## config.mk

```make
export PLATFORM = sky130hd
export DESIGN_NAME = alu_arbiter
export DESIGN_NICKNAME = d
export VERILOG_FILES = /design/src/rtl/alu_arbiter.sv
export SDC_FILE = /design/constraint.sdc
export NUM_CORES = 1
export LEC_CHECK = 0
export BUFFER_PORTS_ARGS = -buffer_cell sky130_fd_sc_hd__buf_2
export CAP_MARGIN = 10
export CORE_MARGIN = 3
export CORE_UTILIZATION = 35
export DETAILED_ROUTE_END_ITERATION = 8
export PLACE_DENSITY = 0.66
export SLEW_MARGIN = 20
export SYNTH_ARGS = -nofsm -noshare
export SYNTH_HDL_FRONTEND = slang
export SYNTH_SLANG_ARGS = --single-unit
```

## constraint.sdc

```tcl
create_clock -name i_clk -period 1.4 [get_ports i_clk]
set_clock_uncertainty 0.2 [all_clocks]
set_input_delay 0.14 -clock i_clk [delete_from_list [all_inputs] [get_ports i_clk]]
set_output_delay 0.14 -clock i_clk [all_outputs]
set_load 0.02 [all_outputs]
```

## src/rtl/alu_arbiter.sv

```systemverilog
// alu_arbiter
// Shares one combinational ALU between two requesters using round-robin
// arbitration. A request is accepted with a valid/ready handshake. Its operands
// and mode are registered onto the ALU inputs. The ALU result and zero flag are
// captured one cycle later. They are returned to the granted requester through a
// valid/ready response port.
//
// Ports:
//   i_clk, i_rst_n                 clock, synchronous active-low reset
//   i_reqN_valid/a/b/mode          request N: operation and operands
//   o_reqN_ready                   request N accepted this cycle
//   o_rspN_valid/result/zero/err   response N and its captured ALU outputs
//   i_rspN_ready                   requester N consumes its response
//   o_alu_a/b/mode                 registered operands driving the ALU
//   i_alu_result/zero              combinational ALU outputs
//
// Build option:
//   ALU_ARB_MODE_CHECK_EN  When this macro is defined, the mode is checked at
//                          acceptance. The legal modes are 0x00, 0x02, 0x03 and
//                          0x20-0x29. An illegal mode skips the ALU and returns
//                          result=0, zero=0, err=1. When the macro is undefined,
//                          err is tied to 0.
module alu_arbiter #(
  parameter int DATA_WIDTH = 8,
  parameter int MODE_WIDTH = 6
) (
  input  logic                  i_clk,
  input  logic                  i_rst_n,
  input  logic                  i_req0_valid,
  input  logic [DATA_WIDTH-1:0] i_req0_a,
  input  logic [DATA_WIDTH-1:0] i_req0_b,
  input  logic [MODE_WIDTH-1:0] i_req0_mode,
  output logic                  o_req0_ready,
  input  logic                  i_req1_valid,
  input  logic [DATA_WIDTH-1:0] i_req1_a,
  input  logic [DATA_WIDTH-1:0] i_req1_b,
  input  logic [MODE_WIDTH-1:0] i_req1_mode,
  output logic                  o_req1_ready,
  output logic                  o_rsp0_valid,
  output logic [DATA_WIDTH-1:0] o_rsp0_result,
  output logic                  o_rsp0_zero,
  output logic                  o_rsp0_err,
  input  logic                  i_rsp0_ready,
  output logic                  o_rsp1_valid,
  output logic [DATA_WIDTH-1:0] o_rsp1_result,
  output logic                  o_rsp1_zero,
  output logic                  o_rsp1_err,
  input  logic                  i_rsp1_ready,
  output logic [DATA_WIDTH-1:0] o_alu_a,
  output logic [DATA_WIDTH-1:0] o_alu_b,
  output logic [MODE_WIDTH-1:0] o_alu_mode,
  input  logic [DATA_WIDTH-1:0] i_alu_result,
  input  logic                  i_alu_zero
);

  typedef enum logic [1:0] {
    IDLE = 2'd0,
    EXEC = 2'd1,
    RESP = 2'd2
  } state_t;

  state_t state, state_nxt;

  logic                  prio;
  logic                  grant;
  logic                  winner;
  logic                  accept;
  logic                  rsp_ready_g;
  logic [DATA_WIDTH-1:0] sel_a;
  logic [DATA_WIDTH-1:0] sel_b;
  logic [MODE_WIDTH-1:0] sel_mode;

  // Per-requester response registers, indexed by grant
  logic [DATA_WIDTH-1:0] rsp_result [2];
  logic [1:0]            rsp_zero;
  logic [1:0]            rsp_valid;

`ifdef ALU_ARB_MODE_CHECK_EN
  logic [1:0] rsp_err;
  logic       mode_ok;

  // Legal modes are 0x00, 0x02, 0x03 and 0x20-0x29. All other codes are rejected.
  function automatic logic mode_legal(input logic [MODE_WIDTH-1:0] mode);
    int unsigned m;
    m = 32'(mode);
    return (m == 32'h00) || (m == 32'h02) || (m == 32'h03) ||
           ((m >= 32'h20) && (m <= 32'h29));
  endfunction
`endif

  // Arbitration picks a winner and selects that requester's operands.
  // When both requesters are valid, prio breaks the tie.
  // When only one is valid, that one wins regardless of prio.
  always_comb begin
    winner      = (i_req0_valid && i_req1_valid) ? prio : i_req1_valid;
    sel_a       = winner ? i_req1_a    : i_req0_a;
    sel_b       = winner ? i_req1_b    : i_req0_b;
    sel_mode    = winner ? i_req1_mode : i_req0_mode;
    rsp_ready_g = grant  ? i_rsp1_ready : i_rsp0_ready;
`ifdef ALU_ARB_MODE_CHECK_EN
    mode_ok     = mode_legal(sel_mode);
`endif
  end

  // State register
  always_ff @(posedge i_clk) begin
    if (!i_rst_n) begin
      state <= IDLE;
    end else begin
      state <= state_nxt;
    end
  end

  // Next-state and request-ready logic.
  // Ready is held low while reset is asserted, so no handshake can complete
  // on a reset edge.
  always_comb begin
    state_nxt    = state;
    o_req0_ready = 1'b0;
    o_req1_ready = 1'b0;
    accept       = 1'b0;
    case (state)
      IDLE: begin
        o_req0_ready = i_rst_n && i_req0_valid && !winner;
        o_req1_ready = i_rst_n && i_req1_valid &&  winner;
        accept       = o_req0_ready || o_req1_ready;
        if (accept) begin
`ifdef ALU_ARB_MODE_CHECK_EN
          state_nxt = mode_ok ? EXEC : RESP;
`else
          state_nxt = EXEC;
`endif
        end
      end
      EXEC: state_nxt = RESP;
      RESP: if (rsp_ready_g) state_nxt = IDLE;
      default: state_nxt = IDLE;
    endcase
  end

  // Datapath registers:
  //   - On acceptance, the operands are latched onto the ALU inputs.
  //   - In EXEC, the ALU outputs are captured into the granted response slot.
  //   - When the response is consumed, prio passes to the other requester.
  // The ALU input registers keep their last values while idle.
  always_ff @(posedge i_clk) begin
    if (!i_rst_n) begin
      prio          <= 1'b0;
      grant         <= 1'b0;
      o_alu_a       <= '0;
      o_alu_b       <= '0;
      o_alu_mode    <= '0;
      rsp_result[0] <= '0;
      rsp_result[1] <= '0;
      rsp_zero      <= '0;
      rsp_valid     <= '0;
`ifdef ALU_ARB_MODE_CHECK_EN
      rsp_err       <= '0;
`endif
    end else begin
      case (state)
        IDLE: begin
          if (accept) begin
            o_alu_a    <= sel_a;
            o_alu_b    <= sel_b;
            o_alu_mode <= sel_mode;
            grant      <= winner;
`ifdef ALU_ARB_MODE_CHECK_EN
            if (!mode_ok) begin
              rsp_result[winner] <= '0;
              rsp_zero[winner]   <= 1'b0;
              rsp_err[winner]    <= 1'b1;
              rsp_valid[winner]  <= 1'b1;
            end
`endif
          end
        end
        EXEC: begin
          rsp_result[grant] <= i_alu_result;
          rsp_zero[grant]   <= i_alu_zero;
          rsp_valid[grant]  <= 1'b1;
`ifdef ALU_ARB_MODE_CHECK_EN
          rsp_err[grant]    <= 1'b0;
`endif
        end
        RESP: begin
          if (rsp_ready_g) begin
            rsp_valid[grant] <= 1'b0;
            prio             <= ~grant;
          end
        end
        default: ;
      endcase
    end
  end

  assign o_rsp0_valid  = rsp_valid[0];
  assign o_rsp1_valid  = rsp_valid[1];
  assign o_rsp0_result = rsp_result[0];
  assign o_rsp1_result = rsp_result[1];
  assign o_rsp0_zero   = rsp_zero[0];
  assign o_rsp1_zero   = rsp_zero[1];
`ifdef ALU_ARB_MODE_CHECK_EN
  assign o_rsp0_err    = rsp_err[0];
  assign o_rsp1_err    = rsp_err[1];
`else
  assign o_rsp0_err    = 1'b0;
  assign o_rsp1_err    = 1'b0;
`endif

endmodule
```

==> results.yml, run 1 <==
layout:
  fin_nets: 412
  area_growth_pct: 65.4
  final_common_cell: "buf_2"
  drive_gt1_share_pct: 46.0
  fillers: 487
  antenna_cells: 0
  utilization_pct: 61.8
  layout_common_cells: "100 x buf_2, 44 x dlygate4sd3_1, 26 x dfxtp_1"
  postLayoutCellArea_sq_mm: 0.00353
sta:
  fin_ws_ps: -145
  final_hold_viol_count: 0
  period_minus_slack_ps: 1540
  hold_ws_ps: 2.78
  drv_slew: 0
  fmax_mhz: 647
  finalSetupViolations: 43
  grt_setup_unrepaired: "true"
  min_period_over_period_pct: 110
cts:
  clk_latency_ps: 310
  cts_root_buffer: "clkbuf_8"
  cts_tree: "built"
  clock_path_buffers: 2
  clk_pin_slew_worst_paths_ps: 100
  cts_max_level: 2
  cts_buffers: 5
  cts.sinks: 46
floorplanning:
  die_area_sq_mm: 0.00706
  fp.dieH_um: 84.1
  rows: 27
  die_w_um: 84.1
  start_util_pct: 37.3
  io_pins: 105
  core-area_sq_mm: 0.00571
hold_path:
  hold_path.startpoint: "i_req1_a[3]"
  hold_path_class: "primary input to flop"
  hold_path_depth: 3
  whs_endpoint: "o_alu_a[3]$_SDFFE_PN0P_"
detailed_routing:
  routed_wl_mm: 6.82
  post-route-drc-count: 0
  dr.pass1.iters: 4
  detail_route.wl_per_cell_um: 16.0
  num_vias: 2211
  drtAntennaViolNets: 0
  drt_iter0_drc: 53
  post_drt_via_cell_ratio: 5.19
grt:
  gr-usage-all-layers_pct: 19.1
  grt_pass1_wl_mm: 11.0
  grt_antenna_before_repair: 0
  grt_pass1_vias: 2228
  grt_start_max_net_pins: 24
  grt_overflow: 0
placed_design:
  gp_congestion: 0.729
  hpwl_mm: 4.33
  dpl_cell_area_sq_mm: 0.00284
  port_buffers: 102
critical_path:
  reg2reg_slack_ps: -120
  worst_setup_path_end_kind: "output port"
  crit_arrival_ps: 1200
  ff2ff_path_depth: 3
  worst-setup-path-type: "flop to output port"
  crit_slowest_cell: "dfxtp_2"
  start_kind: "flop"
  path_max_fanout: 3
  required_ps: 1060
  worst_path_largest_cell_delay_ps: 340
  worstReg2RegEnd: "o_alu_mode[4]$_SDFFE_PN0P_"
  timing.rr.start: "state[1]$_SDFFE_PN0P_"
  crit_chain: "buf_6, nor2_4, nand2_4, nor2_4, buf_6"
power:
  p_leak_uw: 0.00155
  power.internal_uw: 2360
  power_density_mw_per_mm2: 980
  swShare_pct: 31.6
  switchingPower_uw: 1090
  power.share.clock_pct: 24.9
  irDropWorstVdd_mv: 0.454
  total_power_uw: 3460
  p_seq_share_pct: 45.5
  pwr-share-comb_pct: 29.6
synthesis:
  ys_seq_elements: 46
  synth-warning-count: 0
  synth_cells: 194
  synth_cell_type_count: 32
  syn-mean-instance-area_sq_um: 11.0
  syn_area_sq_mm: 0.00213
  ys_seq_area_share_pct: 50.7
run_status:
  status: "complete, but fails checks"
  violations: "negative setup slack"
job:
  maxCapViolCount: 0
synth_stat cells:
master / instances / area, sq um
dfxtp_1: 30 / 601
nand4b_1: 22 / 193
o2111a_1: 22 / 248
or3_1: 22 / 138
and2_1: 16 / 100
edfxtp_1: 16 / 480
clkbuf_1: 11 / 41.3
nand2_1: 6 / 22.5
buf_2: 5 / 25.0
nor2_1: 5 / 18.8
nor2b_1: 5 / 31.3
a21oi_1: 3 / 15.0
buf_6: 3 / 33.8
nand2b_1: 3 / 18.8
o21ai_0: 3 / 15.0
a21o_1: 2 / 15.0
and3_1: 2 / 12.5
buf_4: 2 / 15.0
inv_1: 2 / 7.51
nand3_1: 2 / 10.0
a21bo_2: 1 / 10.0
a21boi_0: 1 / 7.51
a21boi_1: 1 / 7.51
a311oi_1: 1 / 8.76
a31oi_1: 1 / 6.26
conb_1: 1 / 3.75
mux2i_1: 1 / 10.0
nand3b_1: 1 / 7.51
nor2_2: 1 / 6.26
nor3b_1: 1 / 7.51
o31ai_1: 1 / 7.51
or2_4: 1 / 8.76
state kept, by name, indices dropped and copies added, names as in the netlist, named ones only:
name / count
grant: 1
o_alu_a: 8
o_alu_b: 8
o_alu_mode: 6
prio: 1
rsp_result: 16
rsp_zero: 2
state: 2
final cells by class:
type                       count  area (sq um)  area share [%]
timing repair buffer         171          1200            34.1
tap                           72          90.1            2.55
clock inverter                 3          23.8           0.674
inverter                       2          7.51           0.213
clock buffer                   5          68.8            1.95
sequential                    46          1090            30.8
multi-input combinational    127          1050            29.7
per-layer routing:
metal  part of all wire, %  vias to the layer above  GRT usage (%)
met5                     0                        -              0
met4                  0.78                        0           4.53
met3                   6.7                        7           5.33
met2                    51                       86           33.5
met1                    41                     1062           22.9
li1                      -                     1056              -
what timing repair did:
action	in CTS	in global routing
hold buffers	44	0
gates cloned	1	0
resized for setup	22	15
hold endpoints to repair	40	0
endpoints found under the setup margin	42	61
setup buffers	3	0
pin swaps	5	4
how the worst max path moves through the flow:
| stage | depth (start not counted) | start | end | slack [ps] |
|---|---|---|---|---|
| 2_1_floorplan | 5 | state[0]$_SDFFE_PN0P_ | o_alu_b[5]$_SDFFE_PN0P_ | -150 |
| 3_3_place_gp | 3 | state[1]$_SDFFE_PN0P_ | o_alu_b[3]$_SDFFE_PN0P_ | -60 |
| 3_5_place_dp | 4 | state[0]$_SDFFE_PN0P_ | rsp_result[0][3]$_SDFFCE_PN0P_ | -100 |
| 4_1_cts | 5 | state[0]$_SDFFE_PN0P_ | o_req0_ready | -150 |
| 5_1_grt | 5 | state[0]$_SDFFE_PN0P_ | o_req1_ready | -190 |
| 6_report | 5 | state[0]$_SDFFE_PN0P_ | o_req0_ready | -140 |
through the flow:
stage	TNS [ps]	cells	setup slack [ps]
after floorplan	-3240	195	-153
after global placement	-1790	370	-58.2
after detailed placement	-2710	370	-101
after CTS	-3740	426	-145
after global routing	-5690	426	-194
final	-3570	426	-145
power by group through the flow:
stage               clock [uW]  combinational, uW  sequential [uW]
floorplan                    0                361             1740
global placement             0                831             1600
detailed placement           0                843             1600
CTS                        878                993             1570
global route               929               1100             1590
finish                     859               1020             1570
critical path, delay by kind of cell (launching register included):
family	cells	cell delay [ps]
buffers and inverters	2	240
DFF	1	340
and+or+nand+nor	3	310
cells by family after synthesis:
group           synth area share, %
compound gates                 16.0
simple gates                   26.9
other cells                   0.176
buf+inv                        5.75
mux                           0.470
flops                          50.7
(Power assumes the default switching activity.)
==> run 2, diff against run 1 <==
- BUFFER_PORTS_ARGS: -buffer_cell sky130_fd_sc_hd__buf_2 -> default
- DONT_BUFFER_PORTS: default -> 1
- PLACE_DENSITY: 0.66 -> default
==> run 2 against run 1 <==
The run ends with negative hold slack, negative setup slack left. Cell area decreased by 26%. Critical path depth decreased by 2. Die area unchanged. Combinational power decreased by 45%. Register-to-register slack improved by 30 ps. Utilization decreased by 16 points. Hold slack got worse by 250 ps. Count of clock-buffer cells in the layout unchanged. Final cell count decreased by 32%. Total power decreased by 9.6%. Global-route usage decreased by 3.7 points. Clock power decreased by 3.5%.
==> results.yml, run 2 (same netlist as run 1, synthesis figures left out) <==
run_status:
  status: "complete, but fails checks"
  violations: "negative hold slack, negative setup slack"
grt:
  grt_pass1_vias: 1654
  grt_pass1_wl_mm: 8.83
  grt_overflow: 0
  grt_start_max_net_pins: 35
  grt_antenna_before_repair: 0
  gr-usage-all-layers_pct: 15.4
power:
  switchingPower_uw: 958
  power.share.clock_pct: 26.6
  pwr-share-comb_pct: 17.8
  power.internal_uw: 2160
  swShare_pct: 30.7
  power_density_mw_per_mm2: 1190
  p_leak_uw: 0.000946
  p_seq_share_pct: 55.6
  irDropWorstVdd_mv: 0.489
detailed_routing:
  routed_wl_mm: 5.48
  post-route-drc-count: 0
  detail_route.wl_per_cell_um: 19.0
  drtAntennaViolNets: 0
  dr.pass1.iters: 4
  drt_iter0_drc: 40
  post_drt_via_cell_ratio: 5.74
  num_vias: 1660
placed_design:
  place_ws_ps: -109
  dp.cells: 265
  port_buffers: 0
  gp_congestion: 0.752
  hpwl_mm: 3.70
sta:
  grt_setup_unrepaired: "true"
  fmax_mhz: 670
  min_period_over_period_pct: 107
  final_hold_viol_count: 46
  drv_slew: 0
  finalSetupViolations: 37
  fin_ws_ps: -92.1
  period_minus_slack_ps: 1490
  hold_ws_ps: -246
cts:
  clk_pin_slew_worst_paths_ps: 90
  cts_buffers: 5
  clk_latency_ps: 290
  cts_max_level: 2
  cts.sinks: 46
  cts_hold_buf: 10
  cts_tree: "built"
  clock_path_buffers: 2
  cts_root_buffer: "clkbuf_8"
floorplanning:
  start_util_pct: 37.3
  core-area_sq_mm: 0.00571
  die_w_um: 84.1
  rows: 27
  die_area_sq_mm: 0.00706
  io_pins: 105
  fp.dieH_um: 84.1
layout:
  largestRegisters: "rsp_result (16), o_alu_a (8), o_alu_b (8)"
  antenna_cells: 0
  fin_nets: 275
  regMostFlops: "rsp_result"
  drive_gt1_share_pct: 23.5
  fin_cells: 289
  largest_reg_flops: 16
  layout_common_cells: "27 x dfxtp_1, 22 x nand4b_1, 22 x or3_1, 22 x o2111a_1, 17 x buf_4"
  fillers: 547
  final_common_cell: "dfxtp_1"
  area_growth_pct: 23.2
critical_path:
  crit_arrival_ps: 1480
  cp_num_buf_inv: 0
  path_max_fanout: 11
  worst-setup-path-type: "flop to flop"
  ff2ff_path_depth: 3
  critical_path_depth: 3
  worst_setup_path_end_kind: "flop"
  cp_top_family: "simple AND/OR/NAND/NOR gates"
  worst_path_largest_cell_delay_ps: 380
  crit_chain: "or2_4, or3_1, o2111a_1"
  required_ps: 1390
  crit_slowest_cell: "dfxtp_4"
  start_kind: "flop"
hold_path:
  hold_path_depth: 2
  hold_path_class: "primary input to flop"
job:
  maxCapViolCount: 0
==> run 2: cell types whose count changed in the layout (fill, tap and decap cells not counted), moves of 2 or more <==
cell,before,now
and2_4,7,0
buf_2,100,0
dlygate4sd3_1,44,10
dfxtp_2,4,2
and2_1,9,16
==> run 2: timing repair <==
action / CTS / global route
endpoints found under the hold margin: 62 / 46
pin swaps: 6 / 5
endpoints found under the setup margin: 52 / 59
resized for setup: 19 / 6
setup buffers: 2 / 4
gates cloned: 1 / 0
==> run 2: final cells by class <==
cell class | count | area, sq um | area share, %
sequential | 46 | 1090 | 41.4
tap | 72 | 90.1 | 3.43
inverter | 2 | 7.51 | 0.286
timing repair buffer | 34 | 324 | 12.3
clock buffer | 5 | 68.8 | 2.62
clock inverter | 3 | 23.8 | 0.905
multi-input combinational | 127 | 1030 | 39.0
==> run 2: final timing paths <==
check | startpoint | end | slack, ps
worst min-delay path | i_rst_n | flop | -250
worst min register to register | flop | flop | 300
worst max-delay path | state[0]$_SDFFE_PN0P_ | o_alu_mode[3]$_SDFFE_PN0P_ | -90
worst max register to register | state[0]$_SDFFE_PN0P_ | o_alu_mode[3]$_SDFFE_PN0P_ | -90
==> run 2: stage by stage <==
| step | instance area, sq um | util (%) | total power (uW) | setup TNS (ps) |
|---|---|---|---|---|
| detailed placement | 2300 | 40.3 | 2230 | -2800 |
| global placement | 2300 | 40.3 | 2230 | -2650 |
| finish | 2630 | 46.0 | 3120 | -2030 |
| global route | 2630 | 46.0 | 3290 | -4490 |
| CTS | 2570 | 45.1 | 3140 | -2960 |
| floorplan | 2170 | - | 2110 | -3240 |
==> run 2: worst register-to-register path, stage by stage, from the launching register on <==
cell	delay, ps
dfxtp_4	380
or2_4	320
or3_1	360
o2111a_1	130
==> run 2: metal layers <==
metal | track usage, % | share of wire [%] | vias to the layer above
met5 | 0 | 0 | -
met1 | 20.1 | 43 | 794
met4 | 2.63 | 0.69 | 0
met3 | 5.53 | 8.4 | 6
li1 | - | - | 782
met2 | 24.7 | 48 | 78
==> run 2: power by group through the flow <==
stage               clock, uW  combinational (uW)  sequential [uW]
CTS                       869                 531             1740
finish                    829                 556             1740
global placement            0                 462             1760
detailed placement          0                 464             1770
global route              933                 608             1750
floorplan                   0                 361             1740
==> run 3, diff against run 2 <==
- PLACE_DENSITY_LB_ADDON: default -> 0.05
- SLEW_MARGIN: 20 -> 15
==> run 3 against run 2 <==
The flow still finishes with violations (negative hold slack, negative setup slack). Die area stayed put. Fmax shrank 1.6%. Sequential power barely moved. Utilization is 2.4 points higher. Via count rose by 3.7%. Hold slack better by 38 ps. Global-route usage increased by 0.94 points. Register-to-register slack got worse by 20 ps. Combinational power up 12%. Final cell count grew 3.1%. Non-clock buffer count increased by 9. Cell area grew 5.1%. Largest power group unchanged. Highest routed layer unchanged.
==> results.yml, run 3 (same netlist as run 1, synthesis figures left out) <==
detailed_routing:
  drtAntennaViolNets: 0
  routed_wl_mm: 5.95
  post-route-drc-count: 0
  detail_route.wl_per_cell_um: 20.0
  post_drt_via_cell_ratio: 5.78
  drt_iter0_drc: 46
  dr.pass1.iters: 4
  num_vias: 1722
grt:
  grt_pass1_vias: 1807
  grt_pass1_wl_mm: 9.28
  grt_start_max_net_pins: 33
  grt_overflow: 0
  grt_antenna_before_repair: 0
  gr-usage-all-layers_pct: 16.3
power:
  power.internal_uw: 2200
  irDropWorstVdd_mv: 0.463
  switchingPower_uw: 998
  power.share.clock_pct: 26.2
  p_leak_uw: 0.00100
  swShare_pct: 31.2
  pwr-share-comb_pct: 19.4
  power_density_mw_per_mm2: 1160
  p_seq_share_pct: 54.4
layout:
  utilization_pct: 48.4
  antenna_cells: 0
  drive_gt1_share_pct: 23.0
  largest_reg_flops: 16
  final_common_cell: "dfxtp_1"
  regMostFlops: "rsp_result"
  postLayoutCellArea_sq_mm: 0.00276
  area_growth_pct: 29.6
  fin_nets: 284
  fin_cells: 298
  layout_common_cells: "28 x dfxtp_1, 22 x nand4b_1, 22 x o2111a_1"
  largestRegisters: "rsp_result (16), o_alu_a (8), o_alu_b (8)"
placed_design:
  gp_congestion: 0.754
  place_ws_ps: -112
  port_buffers: 0
  dp.cells: 263
  dpl_cell_area_sq_mm: 0.00230
  hpwl_mm: 3.92
cts:
  cts_max_level: 2
  cts.sinks: 46
  cts_root_buffer: "clkbuf_8"
  clock_path_buffers: 2
  clk_pin_slew_worst_paths_ps: 90
  clk_latency_ps: 300
  cts_tree: "built"
  cts_buffers: 5
sta:
  finalSetupViolations: 44
  min_period_over_period_pct: 108
  drv_slew: 0
  final_hold_viol_count: 30
  grt_setup_unrepaired: "true"
  hold_ws_ps: -209
  setup_tns_ps: -3660
  fin_ws_ps: -116
  fmax_mhz: 659
  period_minus_slack_ps: 1520
floorplanning:
  die_w_um: 84.1
  die_area_sq_mm: 0.00706
  start_util_pct: 37.3
  core-area_sq_mm: 0.00571
  io_pins: 105
  fp.dieH_um: 84.1
  rows: 27
critical_path:
  worst_setup_path_end_kind: "flop"
  path_max_fanout: 8
  crit_arrival_ps: 1340
  crit_chain: "buf_6, buf_4, nand3b_1, nand2_2, buf_12"
  worst_path_largest_cell_delay_ps: 350
  worst-setup-path-type: "flop to flop"
  required_ps: 1220
  start_kind: "flop"
  crit_slowest_cell: "dfxtp_2"
hold_path:
  hold_path_class: "primary input to flop"
run_status:
  status: "complete, but fails checks"
  violations: "negative hold slack, negative setup slack"
job:
  maxCapViolCount: 0
==> run 3: repair_timing <==
action,4_1_cts,5_1_grt
endpoints found under the hold margin,62,30
resized for setup,17,6
pin swaps,5,3
cloned,1,1
hold buffers,15,6
endpoints found under the setup margin,57,60
setup buffers,3,1
==> run 3: metrics by stage <==
step	hold WS [ps]	total power, uW
after floorplan	53.2	2110
after global placement	59.9	2210
after detailed placement	57.5	2240
after CTS	-224	3190
after global routing	-211	3380
final	-209	3200
==> run 3: worst max-delay path, delay by kind of cell (launching register included) <==
kind	cells	cell delay (ps)
buffers and inverters	3	390
flip-flops	1	350
AND/OR/NAND/NOR	2	300
==> run 3: power by group through the flow <==
| stage | logic (uW) | registers [uW] | clock network [uW] |
|---|---|---|---|
| 5_1_grt | 672 | 1760 | 949 |
| 6_report | 620 | 1740 | 837 |
| 3_5_place_dp | 467 | 1770 | 0 |
| 3_3_place_gp | 448 | 1760 | 0 |
| 4_1_cts | 568 | 1740 | 880 |
| 2_1_floorplan | 361 | 1740 | 0 |
==> run 3: cell type report <==
cell class / instances / area (sq um)
clock inverters: 3 / 25.0
fillers: 537 / 2950
multi-input cells: 127 / 1040
inverters: 2 / 7.51
clock buffers: 5 / 68.8
repair buffers: 43 / 444
well taps: 72 / 90.1
flip-flops and latches: 46 / 1090
==> run 3: path summary, 6_finish.rpt <==
kind                         start                             end  slack [ps]  cells after the start
max          state[1]$_SDFFE_PN0P_  rsp_result[1][4]$_SDFFCE_PN0P_        -120                      5
min                   i_req1_valid              grant$_SDFFE_PN0P_        -210                      2
max reg2reg  state[1]$_SDFFE_PN0P_  rsp_result[1][4]$_SDFFCE_PN0P_        -120                      5
min reg2reg                   flop                            flop         300                      2
==> run 3: per-layer routing <==
metal / part of all wire [%] / GRT usage, % / wire, um
met2: 51 / 27.6 / 3050
met1: 41 / 19.7 / 2430
met5: 0 / 0 / 0
met3: 7.4 / 5.13 / 439
met4: 0.57 / 4.82 / 34
